File: config.mk
export PLATFORM = sky130hd
export DESIGN_NAME = llc_req_in_stage
export DESIGN_NICKNAME = d
export VERILOG_FILES = /design/src/rtl/llc_req_in_stage.sv
export SDC_FILE = /design/constraint.sdc
export NUM_CORES = 1
export LEC_CHECK = 0
export ABC_AREA = 1
export BUFFER_PORTS_ARGS = -buffer_cell sky130_fd_sc_hd__buf_4
export CAP_MARGIN = 20
export CORE_MARGIN = 2
export CORE_UTILIZATION = 45
export CTS_CLUSTER_DIAMETER = 60
export DETAILED_ROUTE_END_ITERATION = 12
export PLACE_DENSITY = 0.68
export SYNTH_ARGS = -nofsm -noshare
export SYNTH_HDL_FRONTEND = slang
export SYNTH_SLANG_ARGS = --single-unit
File: constraint.sdc
create_clock -name clk -period 7.04 [get_ports clk]
set_input_delay 1.408 -clock clk [delete_from_list [all_inputs] [get_ports clk]]
set_output_delay 1.408 -clock clk [all_outputs]
set_load 0.05 [all_outputs]
File: src/rtl/llc_req_in_stage.sv
// LLC request-input stage: request FIFO, stalled-request holding register and current-request register.
// Latency: push visible at the FIFO head one edge later; pop/update loads req_cur_* on the same edge (req_cur_valid next cycle).
// Backpressure: llc_req_in_ready drops only when the FIFO is full, from registered count alone.
module llc_req_in_stage #(
    parameter int DEPTH       = 4,
    parameter int MSG_W       = 5,
    parameter int LINE_ADDR_W = 26,
    parameter int WMASK_W     = 16,
    parameter int ID_W        = 4
) (
    input  logic                   clk,
    input  logic                   rst,
    input  logic                   llc_req_in_valid,
    output logic                   llc_req_in_ready,
    input  logic [MSG_W-1:0]       llc_req_in_coh_msg,
    input  logic [LINE_ADDR_W-1:0] llc_req_in_addr,
    input  logic [WMASK_W-1:0]     llc_req_in_word_mask,
    input  logic [ID_W-1:0]        llc_req_in_req_id,
    output logic                   llc_req_in_valid_int,
    input  logic                   llc_req_in_ready_int,
    output logic [LINE_ADDR_W-1:0] req_in_addr,
    output logic                   req_in_stalled_valid,
    input  logic                   clr_req_in_stalled_valid,
    input  logic                   update_req_in_from_stalled,
    input  logic                   set_req_in_stalled,
    output logic [MSG_W-1:0]       req_cur_coh_msg,
    output logic [LINE_ADDR_W-1:0] req_cur_addr,
    output logic [WMASK_W-1:0]     req_cur_word_mask,
    output logic [ID_W-1:0]        req_cur_req_id,
    output logic                   req_cur_valid,
    output logic                   err_sticky
);

    localparam int PTR_W = $clog2(DEPTH);
    localparam int CNT_W = PTR_W + 1;
    localparam logic [CNT_W-1:0] FULL = CNT_W'(DEPTH);

    typedef struct packed {
        logic [MSG_W-1:0]       coh_msg;
        logic [LINE_ADDR_W-1:0] addr;
        logic [WMASK_W-1:0]     word_mask;
        logic [ID_W-1:0]        req_id;
    } req_t;

    req_t             mem [DEPTH];
    req_t             cur_q;
    req_t             stall_q;
    req_t             head;
    req_t             in_req;
    logic [PTR_W-1:0] wr_ptr;
    logic [PTR_W-1:0] rd_ptr;
    logic [CNT_W-1:0] count_q;
    logic             stall_vld_q;
    logic             cur_vld_q;
    logic             err_q;
    logic             push;
    logic             pop;
    logic             err_now;

    assign in_req = '{coh_msg: llc_req_in_coh_msg, addr: llc_req_in_addr,
                      word_mask: llc_req_in_word_mask, req_id: llc_req_in_req_id};
    assign head   = mem[rd_ptr];

    assign llc_req_in_ready     = (count_q != FULL);
    assign llc_req_in_valid_int = (count_q != '0);
    assign push = llc_req_in_valid && llc_req_in_ready;
    assign pop  = llc_req_in_ready_int && llc_req_in_valid_int;

    // Head address is masked when empty so the unreset storage never leaks onto req_in_addr.
    assign req_in_addr = stall_vld_q          ? stall_q.addr :
                         llc_req_in_valid_int ? head.addr    : '0;

    assign err_now = (llc_req_in_ready_int && !llc_req_in_valid_int)
                   || (update_req_in_from_stalled && pop)
                   || (set_req_in_stalled && stall_vld_q && !clr_req_in_stalled_valid);

    always_ff @(posedge clk) begin
        if (push) begin
            mem[wr_ptr] <= in_req;
        end
    end

    always_ff @(posedge clk or negedge rst) begin
        if (!rst) begin
            wr_ptr  <= '0;
            rd_ptr  <= '0;
            count_q <= '0;
        end else begin
            if (push) wr_ptr <= wr_ptr + 1'b1;
            if (pop)  rd_ptr <= rd_ptr + 1'b1;
            case ({push, pop})
                2'b10:   count_q <= count_q + 1'b1;
                2'b01:   count_q <= count_q - 1'b1;
                default: count_q <= count_q;
            endcase
        end
    end

    // Stalled data takes the current register even if a pop illegally coincides.
    always_ff @(posedge clk or negedge rst) begin
        if (!rst) begin
            cur_q       <= '0;
            cur_vld_q   <= 1'b0;
            stall_q     <= '0;
            stall_vld_q <= 1'b0;
            err_q       <= 1'b0;
        end else begin
            if (update_req_in_from_stalled) begin
                cur_q <= stall_q;
            end else if (pop) begin
                cur_q <= head;
            end
            cur_vld_q <= update_req_in_from_stalled || pop;
            if (set_req_in_stalled) begin
                stall_q     <= cur_q;
                stall_vld_q <= 1'b1;
            end else if (clr_req_in_stalled_valid) begin
                stall_vld_q <= 1'b0;
            end
            err_q <= err_q || err_now;
        end
    end

    assign req_in_stalled_valid = stall_vld_q;
    assign req_cur_coh_msg      = cur_q.coh_msg;
    assign req_cur_addr         = cur_q.addr;
    assign req_cur_word_mask    = cur_q.word_mask;
    assign req_cur_req_id       = cur_q.req_id;
    assign req_cur_valid        = cur_vld_q;
    assign err_sticky           = err_q;

endmodule
Yosys cells after proc, flatten, opt, wreduce, memory -nomap -nowiden
Memory sizes are Yosys's and may differ from the RTL's.
Cells that the tools add are included.
- memory bits (read-only): 0
- memories: 1
- bits in writable memories: 204
- logic and storage cells: 47
- input port bits: 58
- output and inout bits: 82
- latch bits: 0
- bits in registers: 112
- shift-type cells: 0
- magnitude comparators: 0
- reduce and logical (&&, ||, !) cells: 16
- div/mod/pow operators: 0
- $add $sub $neg: 4
- multiplexer cells: 9
- equal/unequal tests: 3
- bitwise logic cells: 0
- multiply operators: 0
- memory list (memory ; words ; width ; read ports ; clocked after Yosys merged registers in ; wr ports ; line ; source):
    mem ; 4 ; 51 ; 1 ; 0 ; 1 ; 45 ; req_t mem [DEPTH];
- operators with widths (kind ; number):
    2-to-1 mux 51 bit ; 2
    2-to-1 mux 26 bit ; 2
    logical AND 1 bit ; 6
    one-hot mux 3 bit (2 select lines) ; 1
    nonzero test 2 bit ; 3
    adder 2 x 1 -> 2 bit, second input constant ; 2
    logical OR 1 bit ; 4
    2-to-1 mux 1 bit ; 4
    adder 3 x 1 -> 3 bit, second input constant ; 1
    inequality test 3 bit, second input constant ; 1
    nonzero test 3 bit ; 1
    subtractor 3 x 1 -> 3 bit, second input constant ; 1
    equality test 2 x 1 -> 1 bit, second input constant ; 1
    equality test 2 bit, second input constant ; 1
    logical NOT 1 bit ; 2

Depth between registers and ports, before layout
- depth after elaboration: 6
- depth in mapped cells: 10
- gate-level depth less buffers: 10

Worst setup path after synthesis
OpenSTA, ideal clock, no wires.
- path type: input port to flip-flop
- from: input port llc_req_in_valid
- to: memory mem[0][0] in the netlist's numbering, enable pin
- stages on the path: 2
- buffers on the path: 0
- data arrival time: 3690 ps
- library setup time: 460 ps
- data required time: 6580 ps
- setup slack: 2890 ps
- cell sequence: nand2_2 nor2_1
- word-level cells in the longest chain between the ends: 3
- RTL lines (element ; line ; source):
    start, declared ; 13 ; input logic llc_req_in_valid,
    logical AND 1 bit ; 66 ; assign push = llc_req_in_valid && llc_req_in_ready;
    2-to-1 mux 1 bit ; 78 ; if (push) begin
    2-to-1 mux 1 bit (implied by the code) ; 79 ; mem[wr_ptr] <= in_req;
    end, declared ; 45 ;
Every way passes these cells.

Final worst setup path
- from: register rd_ptr[0]
- to: output port req_in_addr[6]
- word-level cells in the longest chain between the ends: 3
- RTL lines (element ; line ; source):
    start, declared ; 51 ; logic [PTR_W-1:0] rd_ptr;
    start signal, assigned ; 90 ; if (pop) rd_ptr <= rd_ptr + 1'b1;
    memory (4 x 51 bit) ; - ;
    2-to-1 mux 26 bit ; 71 ; llc_req_in_valid_int ? head.addr : '0;
    2-to-1 mux 26 bit ; 70 ; assign req_in_addr = stall_vld_q ? stall_q.addr :
    end, declared ; 21 ; output logic [LINE_ADDR_W-1:0] req_in_addr,
Every way passes these cells.

==> qor.json <==
{
  "fin_util_pct": 53.8,
  "reg2regPathDepth": 10,
  "n_fill_cell": 2559,
  "vias_per_cell": 5.04,
  "cts-buffers-inserted": 35,
  "cts.repair.resized": 0,
  "p_per_area_nw_per_um2": 468,
  "kind_of_capture_point_of_the_worst_setup_path": "primary output",
  "cp_num_cells": 7,
  "clk-insertion-delay-late_ns": 0.51,
  "synth-compound-area-share_pct": 2.28,
  "post-synth-top-area-fraction_pct": 45.6,
  "worstPathRequired_ns": 5.63,
  "biggest_cell_delay_along_the_critical_path_ns": 0.72,
  "result_of_the_run": "finished clean",
  "initial_core_util_pct": 45.6,
  "post-place-cells": 1841,
  "layout.nets": 1552,
  "boundaryPins": 140,
  "power.switching_uw": 3030,
  "path_buf_inv": 2,
  "area_delta_synth_final_pct": 18.1,
  "port-buffer-count": 139,
  "syn_nets": 1438,
  "sequentialPowerShare_pct": 37.7,
  "ys_seq_area_share_pct": 66.5,
  "post_synth_main_area_contributors": "edfxtp_1 (46%), dfrtp_1 (21%), nand2_1 (16%)",
  "mappedNetlistArea_sq_um": 13400,
  "pwr-share-clk_pct": 24.4,
  "fin_crit_sh_pct": 58.5,
  "die_width_um": 177,
  "start_kind": "register",
  "cts-hold-fix-buffers": 0,
  "timing.max_slew.rel_slack_pct": 28.0,
  "swShare_pct": 40.8,
  "maxCapViolations": 0,
  "detail_route.first_pass.iterations": 5,
  "timing.rr.start": "count_q[0]$_DFFE_PN0P_",
  "grt.total_usage_pct": 20.8,
  "synth_cell_type_count": 26,
  "drc": 0,
  "cts-htree-levels": 2,
  "synth_xor_area_share_pct": 0.196,
  "hp-start": "stall_q[50]$_DFFE_PN0P_",
  "rsz_0062_raised_after_global_routing": "false",
  "skew_ns": 0.00875,
  "tns_ns": 0,
  "drive_above_1_share_pct": 14.3,
  "hold_ws_ns": 0.471,
  "clkSlewWorstSetupHoldPaths_ns": 0.06,
  "hold_viol_final": 0,
  "fmaxAchievable_mhz": 243,
  "synth_warnings": 0,
  "total_leakage_power_uw": 0.00733,
  "die_height_um": 177,
  "arrival_time_at_the_worst_endpoint_ns": 2.71,
  "finalSetupViolCount": 0,
  "wl_per_cell_um": 16.8,
  "hold_path_class": "register to register",
  "grt_antenna_before_repair": 4,
  "die_footprint_sq_um": 31200,
  "cpMaxStageDelayCell": "dfrtp_4",
  "main_combinational_cell_family_by_area_after_synthesis": "simple AND/OR/NAND/NOR gates",
  "r2r_slack_ns": 4.49,
  "path_class": "register to primary output",
  "std_cell_core_area_sq_um": 29500,
  "post-place-ws_ns": 3.43,
  "grt_start_max_net_pins": 80,
  "grt_remaining_overflow": 0,
  "synth_cells": 1374,
  "place_hpwl_um": 18600,
  "setup_slack_ns": 2.92,
  "gp_congestion": 0.749,
  "cts_tree": "built",
  "first_global_vias": 9220,
  "power_report.internal_total_uw": 4400,
  "route.final.wire_length_um": 32000,
  "critical-path-top-cell-by-count": "nand2_1",
  "worst_ir_drop_vdd_mv": 0.346,
  "final-max-slew-violation-count": 0,
  "crit_path_cell_trace": "buf_4 -> nand2_1 -> nand3_1 -> nand2_1 -> nand2_1 -> o21ai_1 -> buf_4",
  "synthSimpleGateAreaFrac_pct": 23.0,
  "fin_crit_ns": 4.12,
  "overall_via_count_from_detail_route": 9598,
  "yosys-mux-area-fraction_pct": 0,
  "combPwrFrac_pct": 37.9,
  "worst_hold_path.num_cells": 2,
  "cts.repair_timing.setup_buffer_count": 0,
  "drt.antenna.violating_nets": 0,
  "num_rows": 63,
  "critical_path_peak_fanout": 64,
  "synth.avg_cell_area_sq_um": 9.77,
  "reg2reg_to": "count_q[2]$_DFFE_PN0P_",
  "cts_num_sinks": 316,
  "netlist.top_cell.by_area": "edfxtp_1",
  "drt-initial-drc-count": 745,
  "clock_tree.buffer_depth": 3,
  "synth-adder-area-share_pct": 0.615,
  "worstHoldEndpoint": "stall_q[50]$_DFFE_PN0P_",
  "first_pass_grt_wire_length_um": 50400,
  "fin_cells": 1906,
  "ys_seq_elements": 316,
  "family_of_cells_with_the_greatest_summed_delay_on_the_critical_path": "buffers and inverters",
  "cts-root-buf": "clkbuf_16",
  "tightestPinTransition_ns": 1.08
}
-- per-layer routing --
metal	GRT usage, %	up-vias	share of wire (%)
met4	6.92	4	2.5
met5	0	-	0.11
met3	5.71	60	8.0
li1	-	4634	-
met2	32.2	303	46
met1	28.5	4597	44
-- cells in the mapped netlist --
cell type	number
nand2_4	2
nand3_1	183
nor2_1	9
nand2_1	556
nor2_4	1
xnor2_1	1
edfxtp_1	204
a21oi_4	1
inv_2	3
inv_1	159
clkbuf_1	18
or2_2	1
buf_4	11
fa_1	1
o21ai_1	26
o21ai_0	29
dfrtp_1	112
nand3_2	1
buf_2	40
nand2_2	1
xor2_1	2
buf_6	2
buf_1	2
ha_1	5
a21oi_1	3
clkinv_1	1
-- cells in the final DEF, fill, tap and decap left out, types with 12 or more instances in the layout --
| cell type | synthesis | layout |
|---|---|---|
| buf_4 | 11 | 150 |
| clkbuf_1 | 18 | 12 |
| clkbuf_16 | 0 | 38 |
| dfrtp_1 | 112 | 110 |
| edfxtp_1 | 204 | 204 |
| inv_1 | 159 | 158 |
| nand2_1 | 556 | 556 |
| nand3_1 | 183 | 183 |
| o21ai_0 | 29 | 29 |
| o21ai_1 | 26 | 26 |
-- final cells by class --
| cell class | instances | area (sq um) | area share, % |
|---|---|---|---|
| flip-flops and latches | 316 | 8930 | 56.3 |
| multi-input cells | 822 | 3540 | 22.3 |
| repair buffers | 150 | 1130 | 7.10 |
| clock buffers | 55 | 1060 | 6.71 |
| inverters | 163 | 613 | 3.86 |
| well taps | 390 | 488 | 3.08 |
| clock inverters | 8 | 93.8 | 0.592 |
| diodes | 2 | 5.00 | 0.0316 |
-- sequential cells by signal, indices dropped and copies added (netlist names) --
signal	flops
mem	204
stall_q	51
req_cur_addr	26
req_cur_word_mask	16
req_cur_coh_msg	5
req_cur_req_id	4
count_q	3
rd_ptr	2
wr_ptr	2
err_sticky	1
req_cur_valid	1
req_in_stalled_valid	1
-- how the worst max path moves through the flow --
stage                              end                   from
2_1_floorplan      mem[0][0]$_DFFE_PP_       llc_req_in_valid
3_3_place_gp   stall_q[16]$_DFFE_PN0P_     set_req_in_stalled
3_5_place_dp            req_in_addr[6]  rd_ptr[0]$_DFFE_PN0P_
4_1_cts                 req_in_addr[6]  rd_ptr[0]$_DFFE_PN0P_
5_1_grt                 req_in_addr[6]  rd_ptr[0]$_DFFE_PN0P_
6_report                req_in_addr[6]  rd_ptr[0]$_DFFE_PN0P_
-- logic make-up after synthesis --
| family | count (synthesis) |
|---|---|
| AOI/OAI and AO/OA | 59 |
| xor gates and xnor gates | 3 |
| adders and majority gates | 6 |
| buffers and inverters | 236 |
| DFF | 316 |
| and+or+nand+nor | 754 |
-- worst reg2reg max path: stages, from the launching register on --
cell and delay [ns]:
dfrtp_1 0.44, nor2_4 0.08, nand2_4 0.09, nand2_4 0.41
inv_1 0.30, ha_1 0.18, inv_1 0.06, fa_1 0.37
or2_2 0.30, nand2_1 0.10, xor2_1 0.15
-- power groups by stage --
stage	Combinational (uW)	Sequential (uW)	Clock [uW]
after global routing	3080	2860	1920
after CTS	2850	2800	1840
after floorplan	1560	3250	0
after global placement	2800	2820	0
after detailed placement	2830	2830	0
final	2810	2800	1810
-- per-stage QoR --
step	total power (uW)	instance area, sq um
after floorplan	4800	13400
after global placement	5610	14700
after detailed placement	5670	14700
after CTS	7490	15900
after global routing	7850	15900
final	7420	15900
(Power assumes the default switching activity.)
